==> src/rtl/pipe_ctrl_pkg.sv <==
// Shared definitions for the pipeline hazard controller: FSM encoding,
// stage enable / flush bit positions and the canned control vectors built from them.
package pipe_ctrl_pkg;
  localparam int REGW_DEF = 5;
  localparam int CNTW_DEF = 32;

  typedef enum logic [1:0] {
    ST_RUN      = 2'd0,
    ST_MC_WAIT  = 2'd1,
    ST_MEM_WAIT = 2'd2
  } state_t;

  localparam int EN_PC    = 0;
  localparam int EN_IFID  = 1;
  localparam int EN_IDEX  = 2;
  localparam int EN_EXMEM = 3;
  localparam int EN_MEMWB = 4;

  localparam int FL_IFID  = 0;
  localparam int FL_IDEX  = 1;
  localparam int FL_EXMEM = 2;

  localparam logic [4:0] EN_ALL = 5'((1 << EN_PC) | (1 << EN_IFID) | (1 << EN_IDEX) |
                                     (1 << EN_EXMEM) | (1 << EN_MEMWB));
  localparam logic [4:0] EN_LU  = EN_ALL & ~5'((1 << EN_PC) | (1 << EN_IFID));
  localparam logic [4:0] EN_MC  = 5'(1 << EN_MEMWB);

  localparam logic [2:0] FL_LU  = 3'(1 << FL_IDEX);
  localparam logic [2:0] FL_BR  = 3'((1 << FL_IFID) | (1 << FL_IDEX));
  localparam logic [2:0] FL_MC  = 3'(1 << FL_EXMEM);
endpackage

==> src/rtl/sat_counter.sv <==
// Saturating event counter; one-cycle update latency, never blocks.
module sat_counter #(
  parameter int CNTW = 32
) (
  input  logic            clk,
  input  logic            rst,
  input  logic            inc,
  output logic [CNTW-1:0] cnt
);
  always_ff @(posedge clk) begin
    if (!rst)
      cnt <= '0;
    else if (inc && (cnt != '1))
      cnt <= cnt + 1'b1;
  end
endmodule

==> src/rtl/pipe_hazard_ctrl.sv <==
// Pipeline stall/flush controller; zero-latency combinational controls from state+inputs.
// A pending memory access freezes every stage and parks the FSM until it completes.
module pipe_hazard_ctrl
  import pipe_ctrl_pkg::*;
#(
  parameter int REGW = REGW_DEF,
  parameter int CNTW = CNTW_DEF
) (
  input  logic            clk,
  input  logic            rst,
  input  logic [REGW-1:0] id_rs1,
  input  logic [REGW-1:0] id_rs2,
  input  logic            id_use_rs1,
  input  logic            id_use_rs2,
  input  logic [REGW-1:0] ex_rd,
  input  logic            ex_is_load,
  input  logic            ex_br_taken,
  input  logic            ex_mc_op,
  input  logic            mc_done,
  input  logic            mem_req,
  input  logic            mem_ready,
  output logic [4:0]      en_o,
  output logic [2:0]      flush_o,
  output logic            mc_go,
  output logic [CNTW-1:0] stall_cnt,
  output logic [CNTW-1:0] flush_cnt
);
  state_t state, state_nx, ret_state, ret_nx, eff;
  logic   done_lat, done_nx;
  logic   mem_stall, load_use;

  assign mem_stall = mem_req && !mem_ready;
  assign load_use  = ex_is_load && (ex_rd != '0) &&
                     ((id_use_rs1 && (id_rs1 == ex_rd)) || (id_use_rs2 && (id_rs2 == ex_rd)));

  always_comb begin
    en_o     = EN_ALL;
    flush_o  = '0;
    mc_go    = 1'b0;
    state_nx = state;
    ret_nx   = ret_state;
    done_nx  = done_lat;
    // On the cycle memory completes we act as the parked state would.
    eff      = (state == ST_MEM_WAIT) ? ret_state : state;

    if (!rst) begin
      flush_o  = '1;
      state_nx = ST_RUN;
      ret_nx   = ST_RUN;
      done_nx  = 1'b0;
    end else if (mem_stall) begin
      en_o     = '0;
      state_nx = ST_MEM_WAIT;
      if (state != ST_MEM_WAIT)
        ret_nx = state;
      if ((state == ST_MC_WAIT) && mc_done)
        done_nx = 1'b1;
    end else if (eff == ST_MC_WAIT) begin
      if (mc_done || done_lat) begin
        state_nx = ST_RUN;
        done_nx  = 1'b0;
      end else begin
        en_o     = EN_MC;
        flush_o  = FL_MC;
        state_nx = ST_MC_WAIT;
      end
    end else begin
      state_nx = ST_RUN;
      if (ex_mc_op) begin
        mc_go    = 1'b1;
        en_o     = EN_MC;
        flush_o  = FL_MC;
        state_nx = ST_MC_WAIT;
      end else if (ex_br_taken) begin
        flush_o  = FL_BR;
      end else if (load_use) begin
        en_o     = EN_LU;
        flush_o  = FL_LU;
      end
    end
  end

  always_ff @(posedge clk) begin
    if (!rst) begin
      state     <= ST_RUN;
      ret_state <= ST_RUN;
      done_lat  <= 1'b0;
    end else begin
      state     <= state_nx;
      ret_state <= ret_nx;
      done_lat  <= done_nx;
    end
  end

  sat_counter #(.CNTW(CNTW)) u_stall_cnt (
    .clk (clk),
    .rst (rst),
    .inc (!en_o[EN_PC]),
    .cnt (stall_cnt)
  );

  sat_counter #(.CNTW(CNTW)) u_flush_cnt (
    .clk (clk),
    .rst (rst),
    .inc (flush_o != '0),
    .cnt (flush_cnt)
  );
endmodule

==> config.mk <==
export PLATFORM = sky130hd
export DESIGN_NAME = pipe_hazard_ctrl
export DESIGN_NICKNAME = d
export VERILOG_FILES = /design/src/rtl/pipe_ctrl_pkg.sv /design/src/rtl/sat_counter.sv /design/src/rtl/pipe_hazard_ctrl.sv
export SDC_FILE = /design/constraint.sdc
export NUM_CORES = 1
export LEC_CHECK = 0
export ABC_CLOCK_PERIOD_IN_PS = 2200
export BUFFER_PORTS_ARGS = -buffer_cell sky130_fd_sc_hd__buf_2
export CAP_MARGIN = 25
export CORE_ASPECT_RATIO = 0.7
export CORE_MARGIN = 2
export CORE_UTILIZATION = 48
export CTS_CLUSTER_DIAMETER = 200
export DETAILED_ROUTE_END_ITERATION = 6
export GPL_ROUTABILITY_DRIVEN = 0
export HOLD_SLACK_MARGIN = 0.03
export PLACE_DENSITY_LB_ADDON = 0.1
export SYNTH_ARGS = -nofsm -noshare
export SYNTH_HDL_FRONTEND = slang
export SYNTH_SLANG_ARGS = --single-unit
export TNS_END_PERCENT = 20
==> constraint.sdc <==
create_clock -name clk -period 2.2 [get_ports clk]
set_input_delay 0.22 -clock clk [delete_from_list [all_inputs] [get_ports clk]]
set_output_delay 0.22 -clock clk [all_outputs]
set_load 0.02 [all_outputs]
==> summary.md, run 1 <==
| Metric | Value |
|---|---|
| Clk buf depth | `2` |
| Worst reg2reg path depth | `7` |
| Pwr dens | `556 nW/um2` |
| Delay-heaviest family, CP | `compound AO/OA/AOI/OAI gates` |
| Final setup violation count | `0` |
| Min cycle time layout | `2.17 ns` |
| FP Rows | `26` |
| Max-slew headroom | `62.1%` |
| Total track usage | `24.9%` |
| Fin. max-slew vios | `0` |
| Worst reg2reg startpoint | `state[0]` |
| Grt ovf | `0` |
| Htree depth | `3` |
| Via density | `5.56` |
| YS warnings | `0` |
| Min-delay src | `mc_done` |
| Crit share post-route | `98.6%` |
| Seq/Total Area, Yosys | `37.3%` |
| Clk_lat worst skew | `0.36 ns` |
| Final net count | `between 600 and 700` |
| Post-Syn Instances | `442` |
| Root Driver | `clkbuf_8` |
| Clock power share | `a little over two fifths` |
| Post-synth top area cell | `dfxtp_1` |
| Fin worst setup slack | `0.0309 ns` |
| Core ar. | `around 7400 um2` |
| Critical Path Max Stage Delay | `0.37 ns` |
| Hold Path End | `done_lat` |
| Worst Path Arrival | `slightly below 2 ns` |
| Vias post-DR | `3771` |
| Total CTS buffers | `9` |
| DRT Pass-1 Iters | `5` |
| DR WL/cell | `between 15 and 20 um` |
| Critical Path Fanout Max | `6` |
| Setup TNS | `0 ns` |
| Clock slew at reported path FFs | `around 0.08 ns` |
| Initial Util | `50.2%` |
| Placed Instances | `655` |
| Largest net degree at the start of global routing | `49` |
| Worst hold path type | `in2reg` |
| I/O pin count | `98` |
| Flop pwr share | `46.5%` |
| Die height | `77.5 um` |
| Initial DRC Count | `251` |
| Clock skew | `0.0116 ns` |
| Switching Power | `707 uW` |
| Synth top area share | `37.3%` |
| Combinational Power Share | `11.9%` |
| WL met1 | `5210 um` |
| CP bufs+invs | `2` |
| Crit path kind | `reg2out` |
| Worst setup SP type | `flop` |
| Vias in the first global route | `3354` |
| Fmax | `about 460 MHz` |
| Status | `finished clean` |
| Antenna diodes | `0` |
| Wire length on met3 | `681 um` |
| Routed WL | `10500 um` |
| Mean Syn Cell Area | `8.39 um2` |
| Cell Int Power | `2.04 mW` |
| Worst VDD drop | `about 0.00040 V` |
| Pre-CTS WS | `0.0201 ns` |
| Setup slack, reg-to-reg | `0.05 ns` |
| First-pass GRT wire length | `16400 um` |
| Critical Path RT | `around 2.0 ns` |
| Worst R2R End | `u_flush_cnt.cnt[11]` |
| Max Cap Violations | `0` |
| Routed wl met2 | `4540 um` |
| Cell variety after synth | `54` |
| Commonest non-fill, non-tap cell in the layout | `buf_2` |
| Critical path's slowest cell | `dfxtp_4` |
| Worst Setup End Kind | `output port` |
| RSZ-0062 raised after global routing | `yes` |
| Die Area | `roughly 8500 um2` |
| Worst-margin pin slew | `~0.57 ns` |
| Hold Path Stages | `3` |
| CTS Sinks | `69` |
| Final hold slack | `0.179 ns` |
| Final non-filler cell total | `678` |
| Post-layout util | `66.9%` |
| Share of layout cells above drive strength 1 | `34.7%` |
| Port Buffers | `97` |
| Post-synthesis net count | `roughly 470` |
| Initial antenna violation count | `0` |
| Routed Antenna Nets | `0` |
| CTS tree | `yes` |
| Max Used Layer | `met4` |
| Syn Std Cell Area | `3710 um2` |
| Fin. Hold Viols | `0` |
| Area grow syn2layout | `33.3%` |
| Post-synthesis register bit count | `69` |
| Switching Fraction | `25.7%` |
| Area contributors post-synth | `dfxtp_1 37%, xnor2_1 8.3%, nand4_1 4.4%, nand2_1 4.2%, nor2_1 3.8%` |
| Hpwl dp | `7360 um` |
| Most frequent cells in the layout | `95 x buf_2, 55 x dfxtp_1, 45 x buf_4` |
| Leak | `~2.1 nW` |
| Cells along the critical path | `nand4bb_4 > a31o_4 > o21ai_4 > a21boi_4 > buf_8 > buf_4` |
| CTS hold repair buffers | `0` |
| DR DRC count | `0` |
| Die width | `between 100 and 150 um` |
[sequential cells by signal (all words and copies together), names as in the netlist]
register         cells
done_lat             1
ret_state            2
state                2
u_flush_cnt.cnt     32
u_stall_cnt.cnt     32
[per-stage QoR]
| stage | instance area, um2 | power (mW) |
|---|---|---|
| 6_report | 4940 | 2.75 |
| 3_5_place_dp | 4530 | 1.58 |
| 2_1_floorplan | 3730 | 1.48 |
| 3_3_place_gp | 4530 | 1.57 |
| 4_1_cts | 4770 | 2.72 |
| 5_1_grt | 4940 | 2.85 |
[power by group through the flow]
stage          logic [mW]  clock network, mW  registers (mW)
5_1_grt             0.351               1.22            1.28
2_1_floorplan       0.160                  0            1.32
3_3_place_gp        0.268                  0            1.30
6_report            0.327               1.14            1.28
3_5_place_dp        0.274                  0            1.31
4_1_cts             0.281               1.17            1.28
[metal layers]
layer / global-route usage, % / vias up
li1: - / 1876
met1: 35.4 / 1770
met2: 36.5 / 118
met3: 7.82 / 7
met4: 5.77 / 0
met5: 0 / -
[cell usage after synthesis (all sizes together)]
master / count
o21ai: 18
a211oi: 1
nand3b: 1
nand3: 25
or2: 2
or3: 13
o31a: 1
o22ai: 1
and3: 14
buf: 9
xnor2: 35
nor3: 19
and2: 6
o311ai: 4
o31ai: 5
nand4bb: 1
a21o: 2
inv: 4
xor2: 4
nand4: 26
and4: 8
nor2b: 2
a21oi: 22
dfxtp: 69
nor3b: 3
a31o: 1
o21a: 1
nor4b: 3
nor2: 39
o41ai: 5
or4: 3
nor4: 10
a21boi: 2
nand2b: 11
o211ai: 3
mux2i: 10
clkbuf: 14
a31oi: 1
ha: 2
nand2: 42
[how the worst max path moves through the flow]
stage,startpoint,endpoint,depth (start not counted)
finish,state[0],en_o[0],6
global route,state[0],u_flush_cnt.cnt[11],7
CTS,state[0],en_o[0],6
detailed placement,state[0],u_stall_cnt.cnt[27],8
global placement,u_flush_cnt.cnt[26],u_flush_cnt.cnt[11],7
floorplan,u_stall_cnt.cnt[4],u_stall_cnt.cnt[1],10
[kinds of logic (layout without fill, tap and decap cells)]
kind of cell,count (synthesis),in the layout,share of synthesized area (%)
compound gates,67,67,11.5
mux,10,10,2.70
fa+ha+maj,2,2,0.675
xor+xnor,39,39,9.21
flops,69,69,37.3
simple gates,228,228,34.5
buf+inv,27,165,4.18
[layout make-up]
type	count	area (um2)
Timing Repair Buffer	145	918
Tap cell	98	123
Fill cell	650	2440
Clock buffer	10	128
Sequential cell	69	1400
Clock inverter	6	87.6
Multi-Input combinational cell	346	2270
Inverter	4	15.0
[worst min-delay path: stages]
cell and delay (ns):
buf_2 0.11, a21oi_1 0.11, a211oi_1 0.05
[repair_timing]
| item | CTS | global route |
|---|---|---|
| setup endpoints to repair | 3 | 41 |
| buffers inserted | 0 | 5 |
| gates resized for setup | 4 | 23 |
| cloned | 0 | 2 |
| endpoints found under the hold margin | 0 | 0 |
| pin swaps | 0 | 9 |
No activity file was read; power rests on OpenSTA's default activity.
==> run 2, diff against run 1 <==
CORE_UTILIZATION = 45   (was 48)
==> run 2 against run 1 <==
Net effect: power up 18%; first-iteration DRC count shrank 28%; clock power is 46% higher; register-to-register slack barely moved; fmax is 0.64% lower; setup slack lost 0.014 ns; non-clock buffer count down 2; die area increased by 6.4%; clock skew fell by 0.0054 ns; combinational power shrank 7.3%; clock-buffer cell count did not move; largest power group is now clock.
==> summary.md, run 2 (synthesized netlist as in run 1, its figures left out) <==
| Metric | Value |
|---|---|
| Grt peak-use layer | `met2` |
| Initial antenna violation count | `0 (unchanged)` |
| RSZ-0062 raised after global routing | `yes` |
| Leak | `2.11 nW (+1.2%)` |
| FP Rows | `27 (+3.8%)` |
| Critical Path Max Stage Delay | `0.34 ns (-0.03 ns)` |
| Initial DRC Count | `180 (-28%)` |
| Die width | `112 um (+3.2%)` |
| Htree depth | `3 (unchanged)` |
| Port Buffers | `97 (unchanged)` |
| Vias post-DR | `3815 (+1.2%)` |
| Fmax | `458 MHz (-0.64%)` |
| First-pass GRT wire length | `16800 um (+2.5%)` |
| Pwr dens | `644 nW/um2 (+16%)` |
| Clock slew at reported path FFs | `0.06 ns (-0.02 ns)` |
| Post-layout util | `63.6% (-3.4 points)` |
| Initial Util | `46.7% (-3.5 points)` |
| DRT Pass-1 Iters | `5 (unchanged)` |
| Worst setup SP type | `flop` |
| Final setup violation count | `0 (unchanged)` |
| Crit path kind | `reg2out` |
| Max-slew headroom | `62.4% (+0.30 points)` |
| Clk_lat worst skew | `0.34 ns (-0.02 ns)` |
| Met2 Track Usage GR | `36.1% (-0.38 points)` |
| Die height | `79.9 um (+3.1%)` |
| Worst Setup End Kind | `output port` |
| Grt ovf | `0 (unchanged)` |
| DR DRC count | `0 (unchanged)` |
| Die Area | `8990 um2 (+6.4%)` |
| Fin. max-slew vios | `0 (unchanged)` |
| Routed Antenna Nets | `0 (unchanged)` |
| Crit share post-route | `99.2% (+0.64 points)` |
| Worst hold path type | `in2reg` |
| DR WL/cell | `15.4 um (-0.90%)` |
| Total CTS buffers | `9 (unchanged)` |
| Critical Path Fanout Max | `12 (+6)` |
| Met3 usage | `7.06% (-0.75 points)` |
| Area grow syn2layout | `36.1%` |
| Largest registers | `u_flush_cnt.cnt: 32 flops, u_stall_cnt.cnt: 32 flops` |
| Min cycle time layout | `2.18 ns (+0.0140 ns)` |
| Cells along the critical path | `nand4bb_4 > a31o_4 > o21ai_2 > a21boi_4 > buf_6 > buf_8 > buf_4` |
| Filler instances | `699 (+7.5%)` |
| Root Driver | `clkbuf_16` |
| Most frequent cells in the layout | `95 x buf_2, 55 x dfxtp_1, 44 x buf_4` |
| CTS tree | `yes` |
| Clk buf depth | `2 (unchanged)` |
| Final hold slack | `0.207 ns (+0.0282 ns)` |
| Worst Path Arrival | `1.96 ns (about the same)` |
| Vias in the first global route | `3474 (+3.6%)` |
| Core ar. | `7940 um2 (+7.5%)` |
| Status | `finished clean` |
| Final net count | `600 (-0.33%)` |
| Hpwl dp | `7480 um (+1.6%)` |
| Routed WL | `10400 um (-0.75%)` |
| Clock skew | `0.00625 ns (-0.00537 ns)` |
| Critical path's slowest cell | `dfxtp_2` |
| Met1 Use GR | `32.3% (-3.1 points)` |
| Worst VDD drop | `0.000351 V (-12%)` |
| Via density | `5.62 (+1.0%)` |
| Fin. Hold Viols | `0 (unchanged)` |
| I/O pin count | `98 (unchanged)` |
| Total track usage | `23.5% (-1.4 points)` |
| Share of layout cells above drive strength 1 | `35.5% (+0.81 points)` |
| Commonest non-fill, non-tap cell in the layout | `buf_2` |
| Max Cap Violations | `0 (unchanged)` |
| CTS Sinks | `69 (unchanged)` |
| Largest net degree at the start of global routing | `49 (unchanged)` |
| Antenna diodes | `0 (unchanged)` |
| Worst-margin pin slew | `0.564 ns (-0.00454 ns)` |
| Critical Path RT | `1.98 ns (about the same)` |
## run 2: per-stage QoR
| stage | power [mW] | cells | setup WS [ns] | area, um2 | setup TNS, ns |
|---|---|---|---|---|---|
| finish | 3.25 | 679 | 0.0169 | 5050 | 0 |
| global route | 3.34 | 679 | -0.0735 | 5050 | -0.729 |
| CTS | 3.26 | 677 | -0.0103 | 4940 | -0.0255 |
| detailed placement | 1.58 | 661 | -0.0294 | 4560 | -0.0906 |
| global placement | 1.58 | 661 | 0.0790 | 4560 | 0 |
| floorplan | 1.48 | 442 | 0.000974 | 3730 | 0 |
## run 2: what timing repair did
item                                    in CTS  in global routing
endpoints found under the setup margin      17                 45
setup buffers                                0                  2
hold buffers                                 0                  0
pin swaps                                    1                  4
hold endpoints to repair                     0                  0
gates resized for setup                      8                 26
## run 2: critical path, delay by kind of cell (launching register included)
kind	cells	cell delay [ns]
buffers and inverters	3	0.40
and+or+nand+nor	1	0.27
DFF	1	0.34
AOI/OAI and AO/OA	3	0.61
## run 2: power by group
group	internal, mW	switching, mW
registers	1.26	0.0142
clock network	1.11	0.563
logic	0.127	0.176
## run 2: final timing paths
| check | cells after the start | slack [ns] | end | from |
|---|---|---|---|---|
| setup / recovery | 7 | 0.02 | en_o[0] | state[0] |
| hold / removal | 3 | 0.21 | done_lat | mc_done |
| setup reg to reg | 8 | 0.05 | u_flush_cnt.cnt[20] | state[0] |
| hold reg to reg | 2 | 0.49 | ret_state[1] | ret_state[1] |
## run 2: layer usage
layer | vias up | wire [um] | share of wire, %
li1 | 1876 | - | -
met1 | 1789 | 4980 | 48
met2 | 141 | 4600 | 44
met3 | 9 | 785 | 7.5
met4 | 0 | 79 | 0.76
met5 | - | 0 | 0
## run 2: area by class of cell
class	count	area [um2]	share of cell area, %
clock buffer	10	229	4.54
clock inverter	6	111	2.21
inverter	4	15.0	0.297
multi-input combinational	346	2290	45.4
sequential	69	1400	27.8
tap	101	126	2.50
timing repair buffer	143	872	17.3
